File: config.mk
export PLATFORM = sky130hd
export DESIGN_NAME = rtc_ad_bus_ctrl
export DESIGN_NICKNAME = d
export VERILOG_FILES = /design/src/rtl/rtc_bus_pkg.sv /design/src/rtl/rtc_bus_timer.sv /design/src/rtl/rtc_ad_bus_ctrl.sv
export SDC_FILE = /design/constraint.sdc
export NUM_CORES = 1
export LEC_CHECK = 0
export CAP_MARGIN = 25
export CORE_MARGIN = 2
export CORE_UTILIZATION = 47
export DETAILED_ROUTE_END_ITERATION = 6
export PLACE_DENSITY = 0.79
export SLEW_MARGIN = 20
export SYNTH_ARGS = -nofsm -noshare
export SYNTH_HDL_FRONTEND = slang
export SYNTH_SLANG_ARGS = --single-unit
File: constraint.sdc
create_clock -name clk -period 3.3 [get_ports clk]
set_clock_uncertainty 0.15 [all_clocks]
set_input_delay 0.495 -clock clk [delete_from_list [all_inputs] [get_ports clk]]
set_output_delay 0.495 -clock clk [all_outputs]
set_load 0.02 [all_outputs]
File: src/rtl/rtc_bus_pkg.sv
// Shared types and constants for the RTC address/data multiplexed bus controller.
package rtc_bus_pkg;

  typedef enum logic [2:0] {
    IDLE     = 3'd0,
    ADDR_CS  = 3'd1,
    ADDR_WR  = 3'd2,
    ADDR_REL = 3'd3,
    DATA_CS  = 3'd4,
    DATA_STB = 3'd5,
    DATA_REL = 3'd6,
    DONE     = 3'd7
  } rtc_state_t;

  localparam int unsigned T_PULSE_DEF = 4;
  localparam int unsigned T_GAP_DEF   = 2;

  // RTC register map used by the requesters
  localparam logic [7:0] RTC_REG_STATUS  = 8'h00;
  localparam logic [7:0] RTC_REG_CTRL    = 8'h02;
  localparam logic [7:0] RTC_REG_INIT    = 8'h10;
  localparam logic [7:0] RTC_REG_SEG     = 8'h21;
  localparam logic [7:0] RTC_REG_MIN     = 8'h22;
  localparam logic [7:0] RTC_REG_HORA    = 8'h23;
  localparam logic [7:0] RTC_REG_DIA     = 8'h24;
  localparam logic [7:0] RTC_REG_MES     = 8'h25;
  localparam logic [7:0] RTC_REG_ANIO    = 8'h26;
  localparam logic [7:0] RTC_REG_DSEM    = 8'h27;
  localparam logic [7:0] RTC_REG_T_SEG   = 8'h41;
  localparam logic [7:0] RTC_REG_T_MIN   = 8'h42;
  localparam logic [7:0] RTC_REG_T_HORA  = 8'h43;
  localparam logic [7:0] RTC_REG_CMD_TX0 = 8'hF0;
  localparam logic [7:0] RTC_REG_CMD_TX1 = 8'hF1;
  localparam logic [7:0] RTC_REG_CMD_TX2 = 8'hF2;

  function automatic logic bcd_invalid(input logic [7:0] v);
    return (v[7:4] > 4'd9) || (v[3:0] > 4'd9);
  endfunction

endpackage

File: src/rtl/rtc_bus_timer.sv
// Phase down-counter: load a value, count down to zero, flag zero.
module rtc_bus_timer #(
  parameter int unsigned W = 4
) (
  input  logic         clk,
  input  logic         rst_n,
  input  logic         load,
  input  logic [W-1:0] load_val,
  input  logic         dec,
  output logic         zero
);

  logic [W-1:0] cnt_q;

  always_ff @(posedge clk or negedge rst_n) begin
    if (!rst_n)
      cnt_q <= '0;
    else if (load)
      cnt_q <= load_val;
    else if (dec && (cnt_q != '0))
      cnt_q <= cnt_q - 1'b1;
  end

  assign zero = (cnt_q == '0);

endmodule

File: src/rtl/rtc_ad_bus_ctrl.sv
// Multiplexed address/data RTC bus controller with registered strobes.
// Optional read-data BCD check enabled by defining RTC_BCD_CHECK_EN.
//
// Handshake: a request is taken when in_en_funcion_rtc=1 in IDLE; inputs are
// latched in that cycle and ignored until out_flag_done pulses one cycle later
// than the final release gap. The requester has no ready signal to watch.
module rtc_ad_bus_ctrl
  import rtc_bus_pkg::*;
#(
  parameter int unsigned T_PULSE = T_PULSE_DEF,
  parameter int unsigned T_GAP   = T_GAP_DEF
) (
  input  logic       clk,
  input  logic       reset,
  input  logic       in_en_funcion_rtc,
  input  logic       in_funcion_w_r,
  input  logic [7:0] in_addr_ram_rtc,
  input  logic       in_flag_inicio,
  input  logic [7:0] in_dato_inicio,
  input  logic [7:0] in_dato_usuario,
  output logic       out_flag_done,
  output logic [7:0] out_dato_leido,
  output logic       out_dato_valid,
  output logic       out_cs_n,
  output logic       out_rd_n,
  output logic       out_wr_n,
  output logic       out_ad,
  output logic [7:0] out_bus_dato,
  output logic       out_bus_oe,
  input  logic [7:0] in_bus_dato,
`ifdef RTC_BCD_CHECK_EN
  output logic       out_error_bcd,
`endif
  output rtc_state_t dbg_state
);

  localparam logic [3:0] PULSE_LD = 4'(T_PULSE - 1);
  localparam logic [3:0] GAP_LD   = 4'(T_GAP - 1);

  rtc_state_t state_q, state_d;
  logic       tmr_load, tmr_dec, tmr_zero;
  logic [3:0] tmr_val;

  logic       accept;
  logic [7:0] addr_q, addr_d, data_q, data_d;
  logic       wr_q, wr_d;

  logic       cs_d, rd_d, wrs_d, ad_d, oe_d, done_d, valid_d;
  logic [7:0] bus_d;

  rtc_bus_timer #(.W(4)) u_timer (
    .clk      (clk),
    .rst_n    (reset),
    .load     (tmr_load),
    .load_val (tmr_val),
    .dec      (tmr_dec),
    .zero     (tmr_zero)
  );

  always_ff @(posedge clk or negedge reset) begin
    if (!reset)
      state_q <= IDLE;
    else
      state_q <= state_d;
  end

  always_comb begin
    state_d  = state_q;
    tmr_load = 1'b0;
    tmr_dec  = 1'b0;
    tmr_val  = '0;
    case (state_q)
      IDLE:     if (in_en_funcion_rtc) state_d = ADDR_CS;
      ADDR_CS:  begin state_d = ADDR_WR; tmr_load = 1'b1; tmr_val = PULSE_LD; end
      ADDR_WR:  if (tmr_zero) begin state_d = ADDR_REL; tmr_load = 1'b1; tmr_val = GAP_LD; end
                else tmr_dec = 1'b1;
      ADDR_REL: if (tmr_zero) state_d = DATA_CS; else tmr_dec = 1'b1;
      DATA_CS:  begin state_d = DATA_STB; tmr_load = 1'b1; tmr_val = PULSE_LD; end
      DATA_STB: if (tmr_zero) begin state_d = DATA_REL; tmr_load = 1'b1; tmr_val = GAP_LD; end
                else tmr_dec = 1'b1;
      DATA_REL: if (tmr_zero) state_d = DONE; else tmr_dec = 1'b1;
      DONE:     state_d = IDLE;
      default:  state_d = IDLE;
    endcase
  end

  // Next-cycle request fields so the strobes can be registered from state_d
  assign accept = (state_q == IDLE) && in_en_funcion_rtc;
  assign addr_d = accept ? in_addr_ram_rtc : addr_q;
  assign wr_d   = accept ? in_funcion_w_r  : wr_q;
  assign data_d = accept ? (in_flag_inicio ? in_dato_inicio : in_dato_usuario) : data_q;

  always_ff @(posedge clk or negedge reset) begin
    if (!reset) begin
      addr_q <= '0;
      data_q <= '0;
      wr_q   <= 1'b0;
    end else begin
      addr_q <= addr_d;
      data_q <= data_d;
      wr_q   <= wr_d;
    end
  end

  always_comb begin
    cs_d    = 1'b1;
    rd_d    = 1'b1;
    wrs_d   = 1'b1;
    ad_d    = 1'b1;
    oe_d    = 1'b0;
    bus_d   = '0;
    done_d  = 1'b0;
    valid_d = 1'b0;
    case (state_d)
      ADDR_CS:  begin cs_d = 1'b0; ad_d = 1'b0; oe_d = 1'b1; bus_d = addr_d; end
      ADDR_WR:  begin cs_d = 1'b0; wrs_d = 1'b0; ad_d = 1'b0; oe_d = 1'b1; bus_d = addr_d; end
      ADDR_REL: ad_d = 1'b0;
      DATA_CS:  begin
        cs_d = 1'b0;
        oe_d = wr_d;
        if (wr_d) bus_d = data_d;
      end
      DATA_STB: begin
        cs_d = 1'b0;
        if (wr_d) begin wrs_d = 1'b0; oe_d = 1'b1; bus_d = data_d; end
        else      rd_d = 1'b0;
      end
      DONE:     begin done_d = 1'b1; valid_d = !wr_d; end
      default:  ;
    endcase
  end

  always_ff @(posedge clk or negedge reset) begin
    if (!reset) begin
      out_cs_n       <= 1'b1;
      out_rd_n       <= 1'b1;
      out_wr_n       <= 1'b1;
      out_ad         <= 1'b1;
      out_bus_oe     <= 1'b0;
      out_bus_dato   <= '0;
      out_flag_done  <= 1'b0;
      out_dato_valid <= 1'b0;
    end else begin
      out_cs_n       <= cs_d;
      out_rd_n       <= rd_d;
      out_wr_n       <= wrs_d;
      out_ad         <= ad_d;
      out_bus_oe     <= oe_d;
      out_bus_dato   <= bus_d;
      out_flag_done  <= done_d;
      out_dato_valid <= valid_d;
    end
  end

  // Sample the pins at the end of the last read strobe cycle
  always_ff @(posedge clk or negedge reset) begin
    if (!reset)
      out_dato_leido <= '0;
    else if ((state_q == DATA_STB) && tmr_zero && !wr_q)
      out_dato_leido <= in_bus_dato;
  end

`ifdef RTC_BCD_CHECK_EN
  always_ff @(posedge clk or negedge reset) begin
    if (!reset)
      out_error_bcd <= 1'b0;
    else
      out_error_bcd <= (state_d == DONE) && !wr_d && bcd_invalid(out_dato_leido);
  end
`endif

  assign dbg_state = state_q;

endmodule

# Word-level counts from Yosys, hierarchy flattened
# Index checks and enable logic that the tools add are counted.
[word_totals]
romBits = 0
wordCells = 74
in_bits = 37
memories = 0
ram_bits = 0
latchBits = 0
reg_bits = 47
[op_classes]
eq_ne = 13
n_lt_le_gt_ge = 0
shift = 0
muxes = 29
reduce_logical = 17
n_addsub = 1
div_mod_pow = 0
bitwise_logic = 0
multipliers = 0
[op_table]
columns = ["cell", "n"]
rows = [
  ["8-bit two-way mux", 4],
  ["3-bit one-hot mux with 8 select lines", 1],
  ["3-bit equality test (second input constant)", 7],
  ["8-bit one-hot mux with 2 select lines", 1],
  ["3-bit two-way mux", 5],
  ["3-bit by 2-bit equality test with 1-bit output (second input constant)", 4],
  ["1-bit two-way mux", 12],
  ["4-bit two-way mux", 2],
  ["2-bit OR reduction", 4],
  ["4-bit OR reduction", 2],
  ["3-bit by 1-bit equality test with 1-bit output (second input constant)", 2],
  ["1-bit logical AND", 4],
  ["4-bit zero test", 1],
  ["1-bit one-hot mux with 2 select lines", 2],
  ["2-bit one-hot mux with 2 select lines", 1],
  ["4-bit nonzero test", 1],
  ["4-bit by 1-bit subtractor with 4-bit output (second input constant)", 1],
  ["3-bit zero test", 1],
  ["1-bit one-hot mux with 3 select lines", 1],
  ["3-bit OR reduction", 1],
  ["1-bit zero test", 2],
  ["2-bit nonzero test", 1],
]

# Longest topological paths before layout
# Gate-level depths: netlist of the first run.
[logic_depth]
word_depth = 6
depth_mapped = 7
depth_no_buf = 6

# Modules after synthesis
# A second synthesis of the first run with hierarchy kept.
[hier_totals]
hier_cells = 183
hier_area_um2 = 2190.9
[by_module_without_submodules]
columns = ["mod", "cells_each", "n_inst", "area_per_inst_um2"]
rows = [
  ["rtc_ad_bus_ctrl", 156, 1, 1920.6],
  ["rtc_bus_timer", 27, 1, 270.3],
]

# Least setup slack after synthesis of the first run
# No wires, ideal clock.
[synth_path]
path_kind = "reg-to-reg"
startpoint = "reg u_timer.cnt_q[0]"
endpoint = "reg out_dato_leido[0]"
setup_time_ps = 125
n_path_buf = 2
stages_incl_launch_ff = 8
slack_ps = 977
arrival_ps = 2048
cell_sequence = "dfrtp_1 -> inv_1 -> ha_1 -> or3b_1 -> buf_2 -> or4_4 -> buf_6 -> mux2_4"
[synth_between]
elab_chain_cells = 3
[synth_lines]
columns = ["element", "line_no", "rtl"]
rows = [
  ["from (decl)", "rtc_bus_timer.sv:13", "logic [W-1:0] cnt_q;"],
  ["from (signal assigned)", "rtc_bus_timer.sv:19", "cnt_q <= load_val;"],
  ["from (signal assigned)", "rtc_bus_timer.sv:21", "cnt_q <= cnt_q - 1'b1;"],
  ["4-bit zero test", "rtc_bus_timer.sv:24", "assign zero = (cnt_q == '0);"],
  ["1-bit logical AND (2 in a row)", "rtc_ad_bus_ctrl.sv:159", "else if ((state_q == DATA_STB) && tmr_zero && !wr_q)"],
  ["to (signal assigned)", "rtc_ad_bus_ctrl.sv:160", "out_dato_leido <= in_bus_dato;"],
  ["to (decl)", "rtc_ad_bus_ctrl.sv:22", "output logic [7:0] out_dato_leido,"],
]
# No other way between the ends.
# A chain may end at the register's enable or synchronous reset.

# Final worst setup path of the first run
[layout_path]
startpoint = "reg u_timer.cnt_q[0]"
endpoint = "reg out_dato_leido[4]"
# Same word-level chain as after synthesis.

==> results.json, run 1 <==
{
  "status": "finished clean",
  "first_pass_iters": 7,
  "layout.nets": 302,
  "use_met1": 0.258,
  "num_vias": 1652,
  "critPathKind": "flip-flop to flip-flop",
  "reg2reg_from": "u_timer.cnt_q[0]",
  "wl_per_cell_um": 14.5,
  "ys_types": 45,
  "vias_per_cell": 5.23,
  "post-route-period-util": 0.741,
  "timing.critical_path.arrival_ns": 2.47,
  "power.leakage_nw": 1.36,
  "slew_headroom": 0.456,
  "netlist_instances": 201,
  "ys.flop_type": "dfrtp_1",
  "grt_pass1_vias": 1597,
  "cp_cell_sequence": "inv_1, ha_1, or3b_1, or4_4, mux2_4",
  "path_max_fanout": 8,
  "gp_congestion": 0.772,
  "numCtsBuffers": 5,
  "hold_viol_final": 0,
  "met3_usage": 0.0359,
  "rsz0062_at_grt": "false",
  "ir_drop_uv": 570,
  "drtAntennaViolNets": 0,
  "grt_pass1_wl_um": 7630,
  "clock_latency_ns": 0.29,
  "clk_transition_reported_paths_ns": 0.08,
  "synth.area.top_cells": "dfrtp_1 49%, mux2_4 5.4%, dfstp_2 4.7%",
  "syn_nets": 240,
  "setup_violations": 0,
  "async_reset_ff_frac": 1.00,
  "hpwl_um": 3220,
  "synth_area_leader_cell": "dfrtp_1",
  "synth_area_um2": 2210,
  "post-route-drc-count": 0,
  "ys_seq_area_frac": 0.534,
  "cts_max_path_buffers": 2,
  "post_cts_resized": 0,
  "area_growth_syn_to_layout_pct": 33.7,
  "hold_buffers": 0,
  "cp_top_family": "simple AND/OR/NAND/NOR gates",
  "die_w_um": 72.6,
  "yosys_warnings": 0,
  "reg2reg_depth": 5,
  "total_power_mw": 2.58,
  "grt_use_met2": 0.294,
  "setup_tns_ns": 0,
  "cts_tree": "done",
  "gr-usage-all-layers": 0.187,
  "ys_ff_latch": 47,
  "timing.final.crit_period_ns": 2.44,
  "crit_path_end_kind": "flip-flop",
  "ctsRootBufferMaster": "clkbuf_8",
  "rr_endpoint": "out_dato_leido[4]",
  "rrSetupSlack_ns": 0.86,
  "hp-class": "primary input to asynchronous set/reset pin",
  "core-area_um2": 4440,
  "clock_sinks": 47,
  "avgSynthCellArea_um2": 11.0,
  "tightest_slew_ns": 0.813,
  "critical_path_buf_inv_count": 1,
  "drt_iter0_drc": 118,
  "grt_overflow_total": 0,
  "final_layout_size_suffix_gt1_frac": 0.136,
  "max_freq_mhz": 409,
  "synth_top_area_share": 0.486,
  "pin_count": 63,
  "post_cts_buffers": 0,
  "synth_edf_count": 0,
  "slowest_stage": "or4_4",
  "maxCapViolations": 0,
  "n_antenna_cell": 0,
  "cp.required_ns": 3.33,
  "slowest_delay_ns": 0.64,
  "grt_max_degree": 48,
  "htreeDepth": 2,
  "antenna_found_initial": 0,
  "final_max_slew_viol_count": 0,
  "die_height_um": 72.6,
  "initial_core_util": 0.498,
  "busiest_layer": "met2",
  "rows": 24,
  "io_buffers": 62,
  "power_density_nw_per_um2": 871,
  "die_area_um2": 5270,
  "routed_wl_um": 4570,
  "start_kind": "flip-flop",
  "nFillCells": 368
}
==> area by class of cell <==
type                    instances  area, µm²  share of cell area
clock buffers                   7       76.3              0.0258
clock inverters                 1       5.00             0.00169
inverters                      11       41.3              0.0140
multi-input cells             131        935               0.316
flip-flops and latches         47       1180               0.399
well taps                      52       65.1              0.0220
repair buffers                 67        656               0.222
==> cells in the final DEF (no fill, tap or decap), types with 8 or more instances in the layout <==
| master | n |
|---|---|
| nand2_1 | 12 |
| mux2_4 | 8 |
| clkdlybuf4s50_1 | 61 |
| mux2_2 | 9 |
| mux2i_1 | 8 |
| o21ai_0 | 14 |
| inv_1 | 11 |
| a21o_1 | 9 |
| nand3_1 | 8 |
| nor2_1 | 16 |
| dfrtp_1 | 43 |
==> kinds of logic after synthesis <==
kind of cell / count (synthesis) / synth area share
simple gates: 60 / 0.146
compound gates: 42 / 0.120
fa+ha+maj: 3 / 0.0158
mux: 25 / 0.136
flops: 47 / 0.534
buf+inv: 23 / 0.0441
xor+xnor: 1 / 0.00396
==> cell usage after synthesis, types with 2 or more instances <==
cell type	count
dfrtp_1	43
nor2_1	16
o21ai_0	14
nand2_1	12
inv_1	11
a21o_1	9
mux2_2	9
mux2_4	8
mux2i_1	8
nand3_1	8
a21oi_1	6
clkbuf_1	6
dfstp_2	4
nor3_1	4
buf_2	3
nand2b_1	3
nor2b_1	3
buf_1	2
ha_1	2
nand4_1	2
nor3b_1	2
o21a_1	2
o21ai_1	2
==> per-layer routing <==
metal / vias up / wire [µm]
li1: 825 / -
met1: 787 / 2100
met2: 34 / 2240
met3: 6 / 164
met4: 0 / 67
met5: - / 0
==> state kept, by name, summed over array words and instances, names as in the netlist, 3 cells and up <==
register,count
addr_q,8
data_q,8
dbg_state,3
out_bus_dato,8
out_dato_leido,8
u_timer.cnt_q,4
==> worst max-delay path by stage <==
stage	end	depth (start not counted)	from	slack [ns]
2_1_floorplan	out_dato_leido[0]	7	u_timer.cnt_q[0]	0.98
3_3_place_gp	out_bus_dato[7]	6	in_en_funcion_rtc	0.83
3_5_place_dp	out_bus_dato[0]	6	in_en_funcion_rtc	0.81
4_1_cts	out_dato_leido[4]	5	u_timer.cnt_q[0]	0.85
5_1_grt	out_dato_leido[4]	5	u_timer.cnt_q[0]	0.77
6_report	out_dato_leido[4]	5	u_timer.cnt_q[0]	0.86
==> worst reg2reg max path, cell delays in order, from the launching register on <==
cell and delay [ns]:
dfrtp_1 0.40, inv_1 0.12, ha_1 0.19, or3b_1 0.50, or4_4 0.64, mux2_4 0.34
==> power breakdown <==
| group | internal (mW) | switching, mW | leakage [nW] | total [mW] |
|---|---|---|---|---|
| Combinational | 0.620 | 0.656 | 0.756 | 1.28 |
| Clock | 0.149 | 0.178 | 0.0422 | 0.327 |
| Sequential | 0.830 | 0.145 | 0.557 | 0.975 |
| Total | 1.60 | 0.978 | 1.36 | 2.58 |
==> through the flow <==
stage          hold WS, ns  setup WS [ns]  instance area, µm²  cells   util
6_report            0.0324          0.856                2960    316  0.666
5_1_grt             0.0928          0.766                2960    316  0.666
4_1_cts              0.257          0.853                2960    316  0.665
3_5_place_dp         0.336          0.812                2880    308  0.647
3_3_place_gp         0.329          0.826                2880    308  0.647
2_1_floorplan       0.0494          0.977                2210    201      -
Power figures use the tool's default switching activity.
==> run 2: changes to the inputs <==
- CORE_UTILIZATION: 47 -> 43
- PLACE_DENSITY: 0.79 -> 0.76
- clock period: 3.3 -> 2.1 ns (I/O delays scaled with it)
==> run 2 against run 1 <==
The flow now finishes with violations (setup timing). Utilization shrank 2.8 points. Via count rose by 5.8%. Total power increased by 71%. Flip-flop and latch count did not move. Sequential power up 52%. Design area is 8.7% higher. Combinational power up 85%. Critical path type unchanged. Setup slack got worse by 0.87 ns. Non-clock buffer count is 23 higher. Highest routed layer unchanged.
==> results.json, run 2 (synthesis gave the netlist of run 1 again) <==
{
  "pwr-share-clk": 0.124,
  "numCtsBuffers": 5,
  "clock_latency_ns": 0.30,
  "max_freq_mhz": 473,
  "vias_per_cell": 4.91,
  "timing.critical_path.arrival_ns": 2.14,
  "die_area_um2": 5740,
  "grt_pass1_vias": 1705,
  "pin_count": 63,
  "gr-usage-all-layers": 0.183,
  "rsz0062_at_grt": "true",
  "clk_transition_reported_paths_ns": 0.09,
  "post-route-period-util": 1.01,
  "drt_iter0_drc": 88,
  "die_height_um": 75.7,
  "routed_wl_um": 4980,
  "total_power_mw": 4.40,
  "cts_max_path_buffers": 2,
  "tightest_slew_ns": 0.723,
  "layout_common_cells": "60 x clkdlybuf4s50_1, 42 x dfrtp_1, 26 x buf_4",
  "hold_depth": 1,
  "hp-class": "flip-flop to flip-flop",
  "final_area_um2": 3220,
  "core-area_um2": 5040,
  "htreeDepth": 2,
  "dp.cells": 345,
  "rows": 26,
  "ir_drop_uv": 695,
  "ctsRootBufferMaster": "clkbuf_8",
  "status": "finished with violations",
  "hold_viol_final": 0,
  "antenna_found_initial": 0,
  "cts_tree": "done",
  "power.leakage_nw": 1.49,
  "setup_ws_ns": -0.0134,
  "layout.nets": 325,
  "final_max_slew_viol_count": 0,
  "die_w_um": 75.7,
  "setup_tns_ns": -0.0587,
  "wl_per_cell_um": 14.0,
  "io_buffers": 62,
  "crit_path_end_kind": "flip-flop",
  "path_max_fanout": 8,
  "placed_area_um2": 3070,
  "n_antenna_cell": 0,
  "finish.utilization": 0.638,
  "cp.required_ns": 2.13,
  "mostFrequentLayoutCell": "clkdlybuf4s50_1",
  "worst_hold_slack_ns": 0.353,
  "grt_overflow_total": 0,
  "grt_max_degree": 26,
  "drtAntennaViolNets": 0,
  "area_growth_syn_to_layout_pct": 45.3,
  "num_vias": 1748,
  "nFillCells": 416,
  "initial_core_util": 0.439,
  "multiInputGateArea_um2": 973,
  "maxCapViolations": 0,
  "grt_pass1_wl_um": 7860,
  "setup_violations": 8,
  "dpl_worst_slack_ns": -0.122,
  "hpwl_um": 3640,
  "start_kind": "flip-flop",
  "critPathKind": "flip-flop to flip-flop",
  "timing.final.crit_period_ns": 2.11,
  "clock_sinks": 47,
  "power_density_nw_per_um2": 1370,
  "finalNonFillerCells": 356,
  "seq_area_um2": 1180,
  "reg2reg_depth": 5,
  "sequentialPowerShare": 0.336,
  "gp_congestion": 0.841,
  "post-route-drc-count": 0,
  "first_pass_iters": 4,
  "p_sw_mw": 1.65,
  "final_layout_size_suffix_gt1_frac": 0.234,
  "slew_headroom": 0.516,
  "violations": "setup timing",
  "comb_power_share": 0.539,
  "internal-power_mw": 2.75,
  "switching_share": 0.375
}
## run 2: critical path: stages, from the launching register on
cell	delay, ns
dfrtp_1	0.39
inv_2	0.08
ha_4	0.13
or3b_1	0.36
or4_4	0.54
mux2_4	0.34
## run 2: power by group through the flow
stage                     sequential, mW  combinational, mW  clock, mW
after floorplan                     1.67               1.22          0
after global placement              1.49               2.25          0
after detailed placement            1.50               2.30          0
after CTS                           1.48               2.33      0.558
after global routing                1.52               2.62      0.594
final                               1.48               2.37      0.547
## run 2: metal layers
| metal | GRT usage | vias up | wire length, µm |
|---|---|---|---|
| met5 | 0 | - | 0 |
| met4 | 0.0741 | 0 | 123 |
| met3 | 0.0384 | 10 | 206 |
| met2 | 0.291 | 45 | 2460 |
| met1 | 0.245 | 826 | 2200 |
| li1 | - | 867 | - |
## run 2: cell type report
| cell class | count | area share |
|---|---|---|
| well taps | 70 | 0.0272 |
| multi-input cells | 131 | 0.303 |
| clock buffers | 6 | 0.0257 |
| inverters | 11 | 0.0128 |
| repair buffers | 90 | 0.262 |
| flip-flops and latches | 47 | 0.368 |
| clock inverters | 1 | 0.00156 |
## run 2: worst paths after layout
| check | start | endpoint | slack [ns] |
|---|---|---|---|
| hold / removal | addr_q[1] | addr_q[1] | 0.35 |
| min in group asynchronous | reset | addr_q[6] | 0.37 |
| setup reg to reg | u_timer.cnt_q[1] | out_dato_leido[4] | -0.01 |
| hold reg to reg | addr_q[1] | addr_q[1] | 0.35 |
| max in group asynchronous | reset | out_rd_n | 0.84 |
| setup / recovery | u_timer.cnt_q[1] | out_dato_leido[4] | -0.01 |
## run 2: repair_timing
| action | in CTS | in global routing |
|---|---|---|
| pin swaps | 2 | 0 |
| buffers inserted | 2 | 1 |
| endpoints found under the setup margin | 10 | 18 |
| resized for setup | 2 | 7 |
| hold buffers | 1 | 0 |
| hold endpoints to repair | 20 | 0 |
